$ cat config.mk
export PLATFORM = sky130hd
export DESIGN_NAME = march_sequencer
export DESIGN_NICKNAME = d
export VERILOG_FILES = /design/src/rtl/march_sequencer.sv
export SDC_FILE = /design/constraint.sdc
export NUM_CORES = 1
export LEC_CHECK = 0
export BUFFER_PORTS_ARGS = -buffer_cell sky130_fd_sc_hd__buf_2
export CORE_MARGIN = 8
export CORE_UTILIZATION = 50
export CTS_BUF_LIST = sky130_fd_sc_hd__clkbuf_4 sky130_fd_sc_hd__clkbuf_8
export DETAILED_ROUTE_END_ITERATION = 12
export PLACE_DENSITY = 0.76
export SYNTH_ARGS = -nofsm -noshare
export SYNTH_HDL_FRONTEND = slang
export SYNTH_SLANG_ARGS = --single-unit
$ cat constraint.sdc
create_clock -name clk -period 6 [get_ports clk]
set_input_delay 0.6 -clock clk [delete_from_list [all_inputs] [get_ports clk]]
set_output_delay 0.6 -clock clk [all_outputs]
set_load 0.05 [all_outputs]
$ cat src/rtl/march_sequencer.sv
`default_nettype none
// ============================================================================
//  Module      : march_sequencer
//  Description : Steps the PMBIST address counter and memory strobes through
//                the hard-coded MATS+ or March C- element tables.
//  Revision    : 1.0 - initial release
// ============================================================================
module march_sequencer #(
    parameter int                ADDR_W   = 8,
    parameter int                DATA_W   = 8,
    parameter int                NUM_ADDR = 256,
    parameter int                ADMD_W   = 2,
    parameter logic [ADMD_W-1:0] ADMD_PR  = ADMD_W'(1)
) (
    input  logic              clk,
    input  logic              rst,
    input  logic              start,
    input  logic              abort,
    input  logic              cfg_alg,
    input  logic [ADMD_W-1:0] cfg_admd,
    input  logic              cfg_dbg,
    output logic [ADMD_W-1:0] cnt_admd,
    output logic              cnt_s,
    output logic              cnt_r,
    output logic              cnt_hold,
    output logic              cnt_updwn,
    output logic              mem_we,
    output logic              mem_re,
    output logic [DATA_W-1:0] mem_wdata,
    output logic [DATA_W-1:0] exp_data,
    output logic [2:0]        elem_idx,
    output logic              busy,
    output logic              done
);

    localparam logic [1:0] c_IDLE = 2'd0;
    localparam logic [1:0] c_INIT = 2'd1;
    localparam logic [1:0] c_OP   = 2'd2;
    localparam logic [1:0] c_DONE = 2'd3;

    localparam logic [ADDR_W:0] c_LAST_LIN = (ADDR_W+1)'(NUM_ADDR - 1);
    localparam logic [ADDR_W:0] c_LAST_PR  = (ADDR_W+1)'(NUM_ADDR - 2);
    localparam logic [ADDR_W:0] c_ONE      = (ADDR_W+1)'(1);

    logic [1:0]        r_state;
    logic              r_alg;
    logic [ADMD_W-1:0] r_admd;
    logic              r_dbg;
    logic [2:0]        r_elem;
    logic              r_op_idx;
    logic [ADDR_W:0]   r_addr_cnt;

    logic              w_dir;
    logic              w_two_ops;
    logic              w_op0_wr;
    logic              w_op0_bit;
    logic              w_op1_wr;
    logic              w_op1_bit;
    logic              w_op_wr;
    logic              w_data_bit;
    logic              w_last_op;
    logic              w_last_elem;
    logic              w_final_addr;
    logic [ADDR_W:0]   w_last_addr;

    // Element table: direction, op count and the {write, bit} of each op.
    always_comb begin
        w_dir     = 1'b0;
        w_two_ops = 1'b0;
        w_op0_wr  = 1'b0;
        w_op0_bit = 1'b0;
        w_op1_wr  = 1'b0;
        w_op1_bit = 1'b0;
        if (!r_alg) begin
            case (r_elem)
                3'd0: begin
                    w_op0_wr = 1'b1;
                end
                3'd1: begin
                    w_two_ops = 1'b1;
                    w_op1_wr  = 1'b1;
                    w_op1_bit = 1'b1;
                end
                default: begin
                    w_dir     = 1'b1;
                    w_two_ops = 1'b1;
                    w_op0_bit = 1'b1;
                    w_op1_wr  = 1'b1;
                end
            endcase
        end else begin
            case (r_elem)
                3'd0: begin
                    w_op0_wr = 1'b1;
                end
                3'd1: begin
                    w_two_ops = 1'b1;
                    w_op1_wr  = 1'b1;
                    w_op1_bit = 1'b1;
                end
                3'd2: begin
                    w_two_ops = 1'b1;
                    w_op0_bit = 1'b1;
                    w_op1_wr  = 1'b1;
                end
                3'd3: begin
                    w_dir     = 1'b1;
                    w_two_ops = 1'b1;
                    w_op1_wr  = 1'b1;
                    w_op1_bit = 1'b1;
                end
                3'd4: begin
                    w_dir     = 1'b1;
                    w_two_ops = 1'b1;
                    w_op0_bit = 1'b1;
                    w_op1_wr  = 1'b1;
                end
                default: begin
                    w_op0_wr = 1'b0;
                end
            endcase
        end
    end

    assign w_op_wr      = r_op_idx ? w_op1_wr  : w_op0_wr;
    assign w_data_bit   = (r_op_idx ? w_op1_bit : w_op0_bit) ^ r_dbg;
    assign w_last_op    = !w_two_ops || r_op_idx;
    assign w_last_elem  = r_alg ? (r_elem == 3'd5) : (r_elem == 3'd2);
    // The LFSR never visits the all-zero state, so PR elements are one shorter.
    assign w_last_addr  = (r_admd == ADMD_PR) ? c_LAST_PR : c_LAST_LIN;
    assign w_final_addr = (r_addr_cnt == w_last_addr);

    always_ff @(posedge clk) begin
        if (rst) begin
            r_state    <= c_IDLE;
            r_alg      <= 1'b0;
            r_admd     <= '0;
            r_dbg      <= 1'b0;
            r_elem     <= 3'd0;
            r_op_idx   <= 1'b0;
            r_addr_cnt <= '0;
        end else if (abort) begin
            r_state    <= c_IDLE;
            r_elem     <= 3'd0;
            r_op_idx   <= 1'b0;
            r_addr_cnt <= '0;
        end else begin
            case (r_state)
                c_IDLE: begin
                    if (start) begin
                        r_alg   <= cfg_alg;
                        r_admd  <= cfg_admd;
                        r_dbg   <= cfg_dbg;
                        r_elem  <= 3'd0;
                        r_state <= c_INIT;
                    end
                end
                c_INIT: begin
                    r_addr_cnt <= '0;
                    r_op_idx   <= 1'b0;
                    r_state    <= c_OP;
                end
                c_OP: begin
                    if (w_last_op) begin
                        r_op_idx <= 1'b0;
                        if (w_final_addr) begin
                            if (w_last_elem) begin
                                r_state <= c_DONE;
                            end else begin
                                r_elem  <= r_elem + 3'd1;
                                r_state <= c_INIT;
                            end
                        end else begin
                            r_addr_cnt <= r_addr_cnt + c_ONE;
                        end
                    end else begin
                        r_op_idx <= 1'b1;
                    end
                end
                default: begin
                    r_state <= c_IDLE;
                end
            endcase
        end
    end

    assign busy      = (r_state == c_INIT) || (r_state == c_OP);
    assign done      = (r_state == c_DONE);
    assign cnt_admd  = r_admd;
    assign cnt_s     = (r_state == c_INIT) && !w_dir;
    assign cnt_r     = (r_state == c_INIT) && w_dir;
    assign cnt_updwn = busy && w_dir;
    assign elem_idx  = r_elem;
    assign mem_we    = (r_state == c_OP) && w_op_wr;
    assign mem_re    = (r_state == c_OP) && !w_op_wr;
    assign mem_wdata = mem_we ? {DATA_W{w_data_bit}} : '0;
    assign exp_data  = mem_re ? {DATA_W{w_data_bit}} : '0;

    // The counter only steps on the edge that closes a non-final address.
    always_comb begin
        cnt_hold = 1'b1;
        if (r_state == c_INIT) begin
            cnt_hold = 1'b0;
        end else if (r_state == c_OP) begin
            cnt_hold = !(w_last_op && !w_final_addr);
        end
    end

endmodule
`default_nettype wire

==> summary.txt, run 1 <==
STA
  • Worst slew pin tran: 0.581 ns
  • F_max: 288 MHz
  • Final setup viols: 0
  • Max Slew Vio Count: 0
  • RSZ-0062 raised after global routing: no
  • Final clock period utilization by the worst path: 57.8%
  • Final hold violation count: 0
  • Setup ws final: 2.53 ns
  • Crit path time final: 3.47 ns
  • Worst clock skew: 0.00630 ns
  • Relative slew slack: 61.0%
  • Setup TNS: 0 ns

Final layout
  • NumNets Final: 221
  • Area growth syn-to-layout: 5.32%
  • Share of cells above drive strength 1: 27.7%
  • Antenna cells: 0

Critical path
  • Critical path class: flip-flop to primary output
  • Crit-path max FO: 8
  • Kind of end point of the critical path: primary output
  • Critical Path Slowest Stage Cell: dfxtp_1
  • Worst Path Arrival: 2.87 ns
  • Cell Chain, Critical Path: inv_1 > ha_1 > nand2b_1 > a221o_1 > o21ai_0 > xor2_1 > nor3_1 > buf_2
  • Startpoint Class: flip-flop
  • Slowest Stage Delay on Critical Path: 0.48 ns
  • Critical Path RT: 5.40 ns

Job
  • Max-cap viol count: 0

Yosys
  • Cells after synthesis: 183
  • Synthesized area per cell: 8.61 um^2
  • Synth top area cells: dfxtp_1, ha_1, buf_4
  • Netlist cell types: 54
  • Count leader, synth: dfxtp_1
  • Yosys top cell by area: dfxtp_1
  • Yosys reg bits: 19
  • Most frequent cells after synthesis: dfxtp_1, buf_4, a21oi_1
  • Post-synth EDFFs: 0
  • Synth Flop Type: dfxtp_1
  • Register area share after synthesis: 24.1%
  • Ys Warns: 0
  • Cell Area, Synth: 0.00158 mm^2
  • Synth top area share: 24.1%
  • Syn Nets: 201
  • FFs w/ async S/R, synth: 0%

Pwr
  • VDD IR-drop max: 0.0000756 V
  • Pwr Density: 146 mW/mm^2
  • Leakage: 0.744 nW
  • Final Power: 0.000242 W

Floorplanning
  • Die ar.: 0.00521 mm^2
  • Initial Utilization: 52.1%
  • Row cnt: 20
  • Die width: 72.2 um
  • Die Y: 72.2 um
  • I/O pin count: 37
  • Core box area: 0.00303 mm^2

Global routing
  • Largest net degree at the start of global routing: 21
  • Overall routing resource usage: 12.6%
  • Initial antenna violation count: 0
  • GRT Residual Overflow: 0
  • Vias in the first global route: 1195
  • First-pass GRT wire length: 5420 um

Route
  • Drt pass-1 iters: 4
  • Number of DRC markers in iteration 0: 56
  • Antenna-violating nets left: 0
  • DRC viols: 0
  • Wire length per cell: 13.4 um
  • Vias per cell: 5.47
  • Vias post-DR: 1346
  • DRT Wirelength: 3300 um

Clock tree
  • Clock sink count: 19
  • Clk_lat worst skew: 0.30 ns
  • Hold_buf cts: 0
  • Root Driver: clkbuf_4
  • TritonCTS clock tree: yes
  • Num CTS Buffers: 3
  • Bufs on Longest Clock Path: 2
  • Clk pin slew, worst setup/hold paths: 0.11 ns
  • Post-CTS setup buffer count: 0
  • PostCTS Resize Cnt: 0
  • Htree depth: 1

Placed design
  • PortBufs: 36
  • Placer Congestion: 0.765
  • Post-DP HPWL: 2530 um
  • Setup WS pre-CTS: 2.86 ns

Min path
  • Hold Path Class: flip-flop to flip-flop

Outcome
  • Outcome: finished, final reports clean
## final cells by class
class,count,area (um^2)
flip-flops and latches,19,380
multi-input cells,133,973
repair buffers,37,188
well taps,44,55.1
fillers,290,1370
inverters,9,33.8
clock buffers,4,30.0
## registers in the layout, summed over array words and instances, names as in the netlist
signal	flops
r_state	2
r_alg	1
cnt_admd	2
r_dbg	1
r_op_idx	1
elem_idx	3
r_addr_cnt	9
## metrics by stage
step | area (um^2) | hold WS [ns] | util [%] | instances
6_report | 1660 | 0.512 | 54.8 | 246
5_1_grt | 1660 | 0.530 | 54.8 | 246
4_1_cts | 1660 | 0.508 | 54.8 | 246
3_5_place_dp | 1630 | 0.492 | 53.8 | 242
3_3_place_gp | 1630 | 0.471 | 53.8 | 242
2_1_floorplan | 1580 | 0.452 | - | 183
## where the power goes
part / switching [W] / internal (W) / leakage, nW / total (W)
logic: 0.0000258 / 0.0000145 / 0.572 / 0.0000402
clock network: 0.0000404 / 0.0000305 / 0.0184 / 0.0000709
registers: 0.00000300 / 0.000128 / 0.154 / 0.000131
total: 0.0000692 / 0.000173 / 0.744 / 0.000242
## cells in the final DEF, fill, tap and decap left out, drive strengths merged, types with 2 or more instances in the layout
cell	instances
buf	37
dfxtp	19
a21oi	13
nand2	11
nor2	11
nand3	10
ha	10
inv	9
mux2i	9
o21ai	8
nand2b	6
o211ai	5
nor3	4
or4	4
a31oi	4
clkbuf	4
nor2b	4
or3	3
o221ai	2
nand4	2
and2	2
or2	2
a311oi	2
xor2	2
and3	2
## per-layer routing
layer  vias up  wire [um]  part of all wire [%]  global-route usage [%]
met3         5        157                   4.8                    2.89
met4         0         40                   1.2                    5.44
li1        686          -                     -                       -
met5         -          0                     0                       0
met2        26       1500                    45                    19.0
met1       629       1600                    49                    16.7
## final timing paths
path	from	slack (ns)	cells past startpoint	endpoint
max	elem_idx[0]	2.53	8	mem_wdata[2]
min	r_addr_cnt[3]	0.51	2	r_addr_cnt[3]
max reg2reg	r_state[0]	3.68	8	elem_idx[2]
min reg2reg	r_addr_cnt[3]	0.51	2	r_addr_cnt[3]
## cells by family after synthesis
logic type	count (synthesis)	share of synthesized area (%)
AND/OR/NAND/NOR	65	24.4
AO/OA/AOI/OAI	46	20.8
buffers and inverters	31	14.1
flip-flops	19	24.1
adder cells (fa/ha/maj)	10	7.94
multiplexers	9	5.71
XOR/XNOR	3	2.86
## worst max-delay path: cells and delay by family, from the launching register on
family | cells | cell delay (ns)
xor gates and xnor gates | 1 | 0.11
DFF | 1 | 0.48
and+or+nand+nor | 2 | 0.65
buffers and inverters | 2 | 0.49
adders and majority gates | 1 | 0.30
AOI/OAI and AO/OA | 2 | 0.53
No activity file was read; power rests on OpenSTA's default activity.
==> inputs of run 2 (changes only) <==
--- a/config.mk
+++ b/config.mk
@@ -5,12 +5,13 @@
 export SDC_FILE = /design/constraint.sdc
 export NUM_CORES = 1
 export LEC_CHECK = 0
+export ABC_AREA = 1
 export BUFFER_PORTS_ARGS = -buffer_cell sky130_fd_sc_hd__buf_2
 export CORE_MARGIN = 8
 export CORE_UTILIZATION = 50
 export CTS_BUF_LIST = sky130_fd_sc_hd__clkbuf_4 sky130_fd_sc_hd__clkbuf_8
 export DETAILED_ROUTE_END_ITERATION = 12
-export PLACE_DENSITY = 0.76
+export PLACE_DENSITY = 0.77
 export SYNTH_ARGS = -nofsm -noshare
 export SYNTH_HDL_FRONTEND = slang
 export SYNTH_SLANG_ARGS = --single-unit
==> constraint.sdc (replaced) <==
create_clock -name clk -period 3.3 [get_ports clk]
set_input_delay 0.33 -clock clk [delete_from_list [all_inputs] [get_ports clk]]
set_output_delay 0.33 -clock clk [all_outputs]
set_load 0.05 [all_outputs]
==> summary.txt, run 2 <==
Outcome
  • Outcome: finished, final reports clean (unchanged)

Clock tree
  • Htree depth: 1 (unchanged)
  • Post-CTS setup buffer count: 0 (unchanged)
  • PostCTS Resize Cnt: 0 (unchanged)
  • Clk_lat worst skew: 0.29 ns (was 0.30 ns)
  • Hold_buf cts: 0 (unchanged)
  • Root Driver: clkbuf_4 (unchanged)
  • Num CTS Buffers: 3 (unchanged)
  • Bufs on Longest Clock Path: 2 (unchanged)
  • TritonCTS clock tree: yes (unchanged)
  • Clock sink count: 19 (unchanged)
  • Clk pin slew, worst setup/hold paths: 0.11 ns (about the same)

Critical path
  • Critical Path RT: 2.97 ns (was 5.40 ns)
  • Worst Path Arrival: 2.32 ns (was 2.87 ns)
  • Worst setup path end: mem_wdata[6] (was mem_wdata[2])
  • Critical path class: flip-flop to primary output (unchanged)
  • Reg2reg path depth: 9 (was 8)
  • Worst R2R Start: r_state[0] (unchanged)
  • Startpoint Class: flip-flop (unchanged)
  • R2R Path End: elem_idx[0] (was elem_idx[2])
  • Critical path origin: elem_idx[0] (unchanged)
  • Setup slack, reg-to-reg: 1.42 ns (was 3.68 ns)
  • Kind of end point of the critical path: primary output (unchanged)
  • Crit-path max FO: 8 (unchanged)

STA
  • Final clock period utilization by the worst path: 80.2%
  • RSZ-0062 raised after global routing: no (unchanged)
  • Worst clock skew: 0.00104 ns (was 0.00630 ns)
  • Final hold violation count: 0 (unchanged)
  • Final setup viols: 0 (unchanged)
  • F_max: 378 MHz
  • Max Slew Vio Count: 0 (unchanged)
  • Relative slew slack: 72.9% (was 61.0%)
  • Setup TNS: 0 ns (unchanged)
  • Crit path time final: 2.65 ns
  • Worst slew pin tran: 0.406 ns (was 0.581 ns)

Route
  • Vias per cell: 4.97 (was 5.47)
  • Antenna-violating nets left: 0 (unchanged)
  • WL met2: 1330 um (was 1500 um)
  • Wire length per cell: 11.6 um (was 13.4 um)
  • DRC viols: 0 (unchanged)
  • Drt pass-1 iters: 4 (unchanged)
  • Uppermost layer routed: met4 (unchanged)
  • DRT Wirelength: 3130 um (was 3300 um)
  • Met3 Routed Length: 245 um (was 157 um)
  • Vias post-DR: 1338 (was 1346)
  • Number of DRC markers in iteration 0: 76 (was 56)
  • Met1 WL: 1540 um (was 1600 um)

Pwr
  • Final Power: 0.000582 W (was 0.000242 W)
  • VDD IR-drop max: 0.000279 V (was 0.0000756 V)
  • Pwr Density: 374 mW/mm^2 (was 146 mW/mm^2)
  • Leakage: 0.777 nW (was 0.744 nW)

Global routing
  • GRT Residual Overflow: 0 (unchanged)
  • Largest net degree at the start of global routing: 11 (was 21)
  • Vias in the first global route: 1224 (was 1195)
  • Initial antenna violation count: 0 (unchanged)
  • Overall routing resource usage: 12.5% (was 12.6%)
  • First-pass GRT wire length: 5360 um (was 5420 um)

Yosys
  • Synth top area cells: dfxtp_1, nand2_1, ha_1 (was dfxtp_1, ha_1, buf_4)
  • Netlist cell types: 30 (was 54)
  • Yosys reg bits: 19 (unchanged)
  • Register area share after synthesis: 26.8% (was 24.1%)
  • Post-synth EDFFs: 0 (unchanged)
  • Syn Nets: 231 (was 201)
  • Synthesized area per cell: 6.67 um^2 (was 8.61 um^2)
  • Ys Warns: 0 (unchanged)
  • Yosys top cell by area: dfxtp_1 (unchanged)
  • FFs w/ async S/R, synth: 0% (unchanged)
  • Cell Area, Synth: 0.00142 mm^2 (was 0.00158 mm^2)
  • Cells after synthesis: 213 (was 183)
  • Count leader, synth: nand2_1 (was dfxtp_1)
  • Synth Flop Type: dfxtp_1 (unchanged)
  • Most frequent cells after synthesis: nand2_1, nor2_1, inv_1 (was dfxtp_1, buf_4, a21oi_1)
  • Synth top area share: 26.8% (was 24.1%)

Final layout
  • Max reg flops: 9 (unchanged)
  • Area growth syn-to-layout: 9.69% (was 5.32%)
  • Most frequent cells in the layout: nand2_1, buf_2, nor2_1 (was buf_2, dfxtp_1, a21oi_1)
  • Most flop-heavy register: r_addr_cnt (unchanged)
  • NumNets Final: 257 (was 221)
  • Filler-free cell count of the finished design: 269 (was 246)
  • Commonest non-fill, non-tap cell in the layout: nand2_1 (was buf_2)
  • Antenna cells: 0 (unchanged)
  • Share of cells above drive strength 1: 25.2% (was 27.7%)

Floorplanning
  • Die ar.: 0.00480 mm^2 (was 0.00521 mm^2)
  • Row cnt: 19 (was 20)
  • Core box area: 0.00273 mm^2 (was 0.00303 mm^2)
  • Die width: 69.3 um (was 72.2 um)
  • I/O pin count: 37 (unchanged)
  • Die Y: 69.3 um (was 72.2 um)
  • Initial Utilization: 51.9% (was 52.1%)

Job
  • Max-cap viol count: 0 (unchanged)

Min path
  • Hold Path Class: input port to flip-flop (was flip-flop to flip-flop)

Placed design
  • PortBufs: 36 (unchanged)
  • Placer Congestion: 0.871 (was 0.765)
  • Post-DP HPWL: 2420 um (was 2530 um)
  • Inst Count DP: 265 (was 242)
run 2: area by class of cell:
type	instances	area, um^2
Clock buffer	4	30.0
Tap cell	31	38.8
Sequential cell	19	380
Fill cell	265	1180
Multi-Input combinational cell	152	827
Timing Repair Buffer	36	180
Inverter	27	101
run 2: power breakdown:
part           switching [W]  total (W)  internal [W]  leakage (nW)
Clock              0.0000753   0.000130     0.0000552        0.0184
Sequential        0.00000968   0.000248      0.000238         0.154
Combinational       0.000150   0.000204     0.0000537         0.605
Total               0.000235   0.000582      0.000347         0.777
run 2: worst min-delay path by stage:
stage,cells after the start,start,end,slack [ns]
2_1_floorplan,1,rst,cnt_admd[1],0.40
3_3_place_gp,2,r_addr_cnt[3],r_addr_cnt[3],0.47
3_5_place_dp,2,r_addr_cnt[7],r_addr_cnt[7],0.48
4_1_cts,2,rst,cnt_admd[1],0.25
5_1_grt,2,rst,cnt_admd[0],0.25
6_report,2,rst,cnt_admd[1],0.25
run 2: worst max-delay path: stages, from the launching register on:
cell     delay (ns)
dfxtp_1        0.42
inv_1          0.12
ha_1           0.23
inv_1          0.06
nor2_1         0.05
o21ai_0        0.28
nand2_1        0.09
nand2_1        0.07
xnor2_1        0.08
nor2_1         0.28
buf_2          0.33
run 2: layer usage:
metal / GRT usage, % / vias to the layer above
li1: - / 714
met1: 15.4 / 585
met2: 20.5 / 37
met3: 4.15 / 2
met4: 2.28 / 0
met5: 0 / -
run 2: stage by stage:
step	setup WS, ns	hold WS [ns]	utilization (%)	instance area, um^2
2_1_floorplan	0.00352	0.399	-	1430
5_1_grt	0.339	0.250	57.0	1560
6_report	0.654	0.248	57.0	1560
4_1_cts	0.630	0.248	57.0	1560
3_5_place_dp	0.971	0.477	55.9	1530
3_3_place_gp	1.03	0.474	55.9	1530
run 2: logic make-up after synthesis:
logic type,count (synthesis),share of synthesized area [%]
DFF,19,26.8
and+or+nand+nor,109,35.6
xor gates and xnor gates,2,1.23
adders and majority gates,10,8.81
buffers and inverters,42,15.3
AOI/OAI and AO/OA,31,12.2
==> inputs of run 3 (changes only) <==
==> constraint.sdc (replaced) <==
create_clock -name clk -period 2.6 [get_ports clk]
set_input_delay 0.26 -clock clk [delete_from_list [all_inputs] [get_ports clk]]
set_output_delay 0.26 -clock clk [all_outputs]
set_load 0.05 [all_outputs]
==> summary.txt, run 3 (synthesized netlist as in run 2, its figures left out) <==
Critical path
  • Cell Chain, Critical Path: inv_1 > ha_1 > inv_1 > nor2_1 > o21ai_1 > nand2_1 > nand2_1 > xnor2_1 > nor2_4 > buf_2 (was inv_1 > ha_1 > inv_1 > nor2_1 > o21ai_0 > nand2_1 > nand2_1 > xnor2_1 > nor2_1 > buf_2)
  • Crit-path max FO: 8 (unchanged)
  • Critical Path RT: 2.34 ns (was 2.97 ns)
  • Startpoint Class: flip-flop (unchanged)
  • Slowest Stage Delay on Critical Path: 0.37 ns (was 0.42 ns)
  • Setup slack, reg-to-reg: 0.68 ns (was 1.42 ns)
  • R2R Path End: elem_idx[1] (was elem_idx[0])
  • Kind of end point of the critical path: primary output (unchanged)
  • Crit path max-delay family: simple AND/OR/NAND/NOR gates (was buffers and inverters)
  • Critical path class: flip-flop to primary output (unchanged)
  • Buf/Inv on CP: 3 (unchanged)
  • Worst Path Arrival: 2.15 ns (was 2.32 ns)
  • Reg2reg path depth: 9 (unchanged)
  • Critical Path Slowest Stage Cell: xnor2_1 (was dfxtp_1)
  • Worst R2R Start: r_state[0] (unchanged)

Outcome
  • Outcome: finished, final reports clean (unchanged)

Clock tree
  • Post-CTS setup buffer count: 0 (unchanged)
  • Hold_buf cts: 0 (unchanged)
  • Clk_lat worst skew: 0.31 ns (was 0.29 ns)
  • Htree depth: 1 (unchanged)
  • Clock sink count: 19 (unchanged)
  • Bufs on Longest Clock Path: 2 (unchanged)
  • Clk pin slew, worst setup/hold paths: 0.12 ns (was 0.11 ns)
  • Root Driver: clkbuf_4 (unchanged)
  • Num CTS Buffers: 3 (unchanged)
  • TritonCTS clock tree: yes (unchanged)

Final layout
  • Share of cells above drive strength 1: 26.5% (was 25.2%)
  • NumNets Final: 257 (unchanged)
  • Filler cell count: 260 (was 265)
  • Max reg flops: 9 (unchanged)
  • Sequential cell area: 383 um^2 (was 380 um^2)
  • Most flop-heavy register: r_addr_cnt (unchanged)
  • Area growth syn-to-layout: 10.9% (was 9.69%)
  • Most frequent cells in the layout: nand2_1, buf_2, nor2_1 (unchanged)
  • Commonest non-fill, non-tap cell in the layout: nand2_1 (unchanged)
  • Antenna cells: 0 (unchanged)
  • Final Util: 57.6% (was 57.0%)
  • Area of the multi-input gates: 845 um^2 (was 827 um^2)

Pwr
  • Pwr Density: 469 mW/mm^2 (was 374 mW/mm^2)
  • Leakage: 0.779 nW (was 0.777 nW)
  • VDD IR-drop max: 0.000277 V (was 0.000279 V)

STA
  • Crit path time final: 2.41 ns
  • Final hold violation count: 0 (unchanged)
  • Final setup viols: 0 (unchanged)
  • Relative slew slack: 70.6% (was 72.9%)
  • RSZ-0062 raised after global routing: no (unchanged)
  • Worst slew pin tran: 0.437 ns (was 0.406 ns)
  • Max Slew Vio Count: 0 (unchanged)
  • F_max: 415 MHz
  • Final clock period utilization by the worst path: 92.7%
  • Setup TNS: 0 ns (unchanged)
  • Worst clock skew: 0.00431 ns (was 0.00104 ns)

Global routing
  • Overall routing resource usage: 12.7% (was 12.5%)
  • Largest net degree at the start of global routing: 12 (was 11)
  • Vias in the first global route: 1226 (was 1224)
  • Initial antenna violation count: 0 (unchanged)
  • First-pass GRT wire length: 5350 um (was 5360 um)
  • GRT Residual Overflow: 0 (unchanged)

Floorplanning
  • Die ar.: 0.00480 mm^2 (unchanged)
  • Die width: 69.3 um (unchanged)
  • Initial Utilization: 51.9% (unchanged)
  • Core box area: 0.00273 mm^2 (unchanged)
  • Row cnt: 19 (unchanged)
  • I/O pin count: 37 (unchanged)
  • Die Y: 69.3 um (unchanged)

Min path
  • Hold EP: r_dbg (was cnt_admd[1])
  • Hold Path Class: input port to flip-flop (unchanged)
  • Hold Crit Depth: 2 (unchanged)
  • Hold path start: rst (unchanged)

Job
  • Max-cap viol count: 0 (unchanged)

Placed design
  • Placer Congestion: 0.956 (was 0.871)
  • Post-DP HPWL: 2410 um (was 2420 um)
  • PortBufs: 36 (unchanged)

Route
  • Wire length per cell: 11.3 um (was 11.6 um)
  • Drt pass-1 iters: 4 (unchanged)
  • Vias per cell: 4.88 (was 4.97)
  • Number of DRC markers in iteration 0: 79 (was 76)
  • DRT Wirelength: 3040 um (was 3130 um)
  • Antenna-violating nets left: 0 (unchanged)
  • DRC viols: 0 (unchanged)
  • Vias post-DR: 1312 (was 1338)
==> run 3: timing repair <==
item                       4_1_cts  5_1_grt
gates resized for setup          0        1
hold endpoints to repair         0        0
setup endpoints to repair        0       16
==> run 3: routing by layer <==
| layer | up-vias | part of all wire (%) | GRT usage [%] |
|---|---|---|---|
| li1 | 716 | - | - |
| met3 | 5 | 7.4 | 4.43 |
| met2 | 36 | 41 | 18.6 |
| met5 | - | 0 | 0 |
| met4 | 0 | 1.5 | 5.47 |
| met1 | 555 | 50 | 16.1 |
==> run 3: worst max-delay path by stage <==
stage / from / end / cells after the start
after global routing: elem_idx[0] / exp_data[7] / 10
after CTS: elem_idx[0] / exp_data[5] / 10
final: elem_idx[0] / exp_data[5] / 10
after global placement: elem_idx[0] / exp_data[3] / 10
after floorplan: elem_idx[0] / exp_data[1] / 10
after detailed placement: elem_idx[0] / exp_data[5] / 10
==> run 3: where the power goes <==
group,internal [W],leakage [nW],switching [W]
Sequential,0.000303,0.155,0.0000124
Combinational,0.0000691,0.606,0.000197
Clock,0.0000575,0.0177,0.0000997
Total,0.000429,0.779,0.000309
==> run 3: metrics by stage <==
step / total power [W] / std cells / setup WS (ns) / instance area [um^2] / hold WS [ns]
2_1_floorplan: 0.000541 / 213 / 0.00254 / 1450 / 0.329
3_3_place_gp: 0.000588 / 265 / 0.541 / 1550 / 0.472
3_5_place_dp: 0.000588 / 265 / 0.484 / 1550 / 0.473
4_1_cts: 0.000749 / 269 / 0.121 / 1580 / 0.155
5_1_grt: 0.000789 / 269 / 0.0566 / 1580 / 0.159
6_report: 0.000738 / 269 / 0.190 / 1580 / 0.164
==> run 3: worst reg2reg max path, cell delays in order (launching register included) <==
cell and delay, ns:
dfxtp_1 0.40, inv_1 0.12, ha_1 0.36, inv_2 0.27, a21oi_1 0.10, a21oi_1 0.19
nand4_2 0.19, nand2_1 0.10, nand2_1 0.05, nor2_1 0.09
==> run 3: final cells by class <==
class                   instances  share of cell area, %
inverters                      27                   6.43
flip-flops and latches         19                   24.3
clock buffers                   3                   1.43
clock inverters                 1                  0.318
well taps                      31                   2.46
repair buffers                 36                   11.4
multi-input cells             152                   53.6
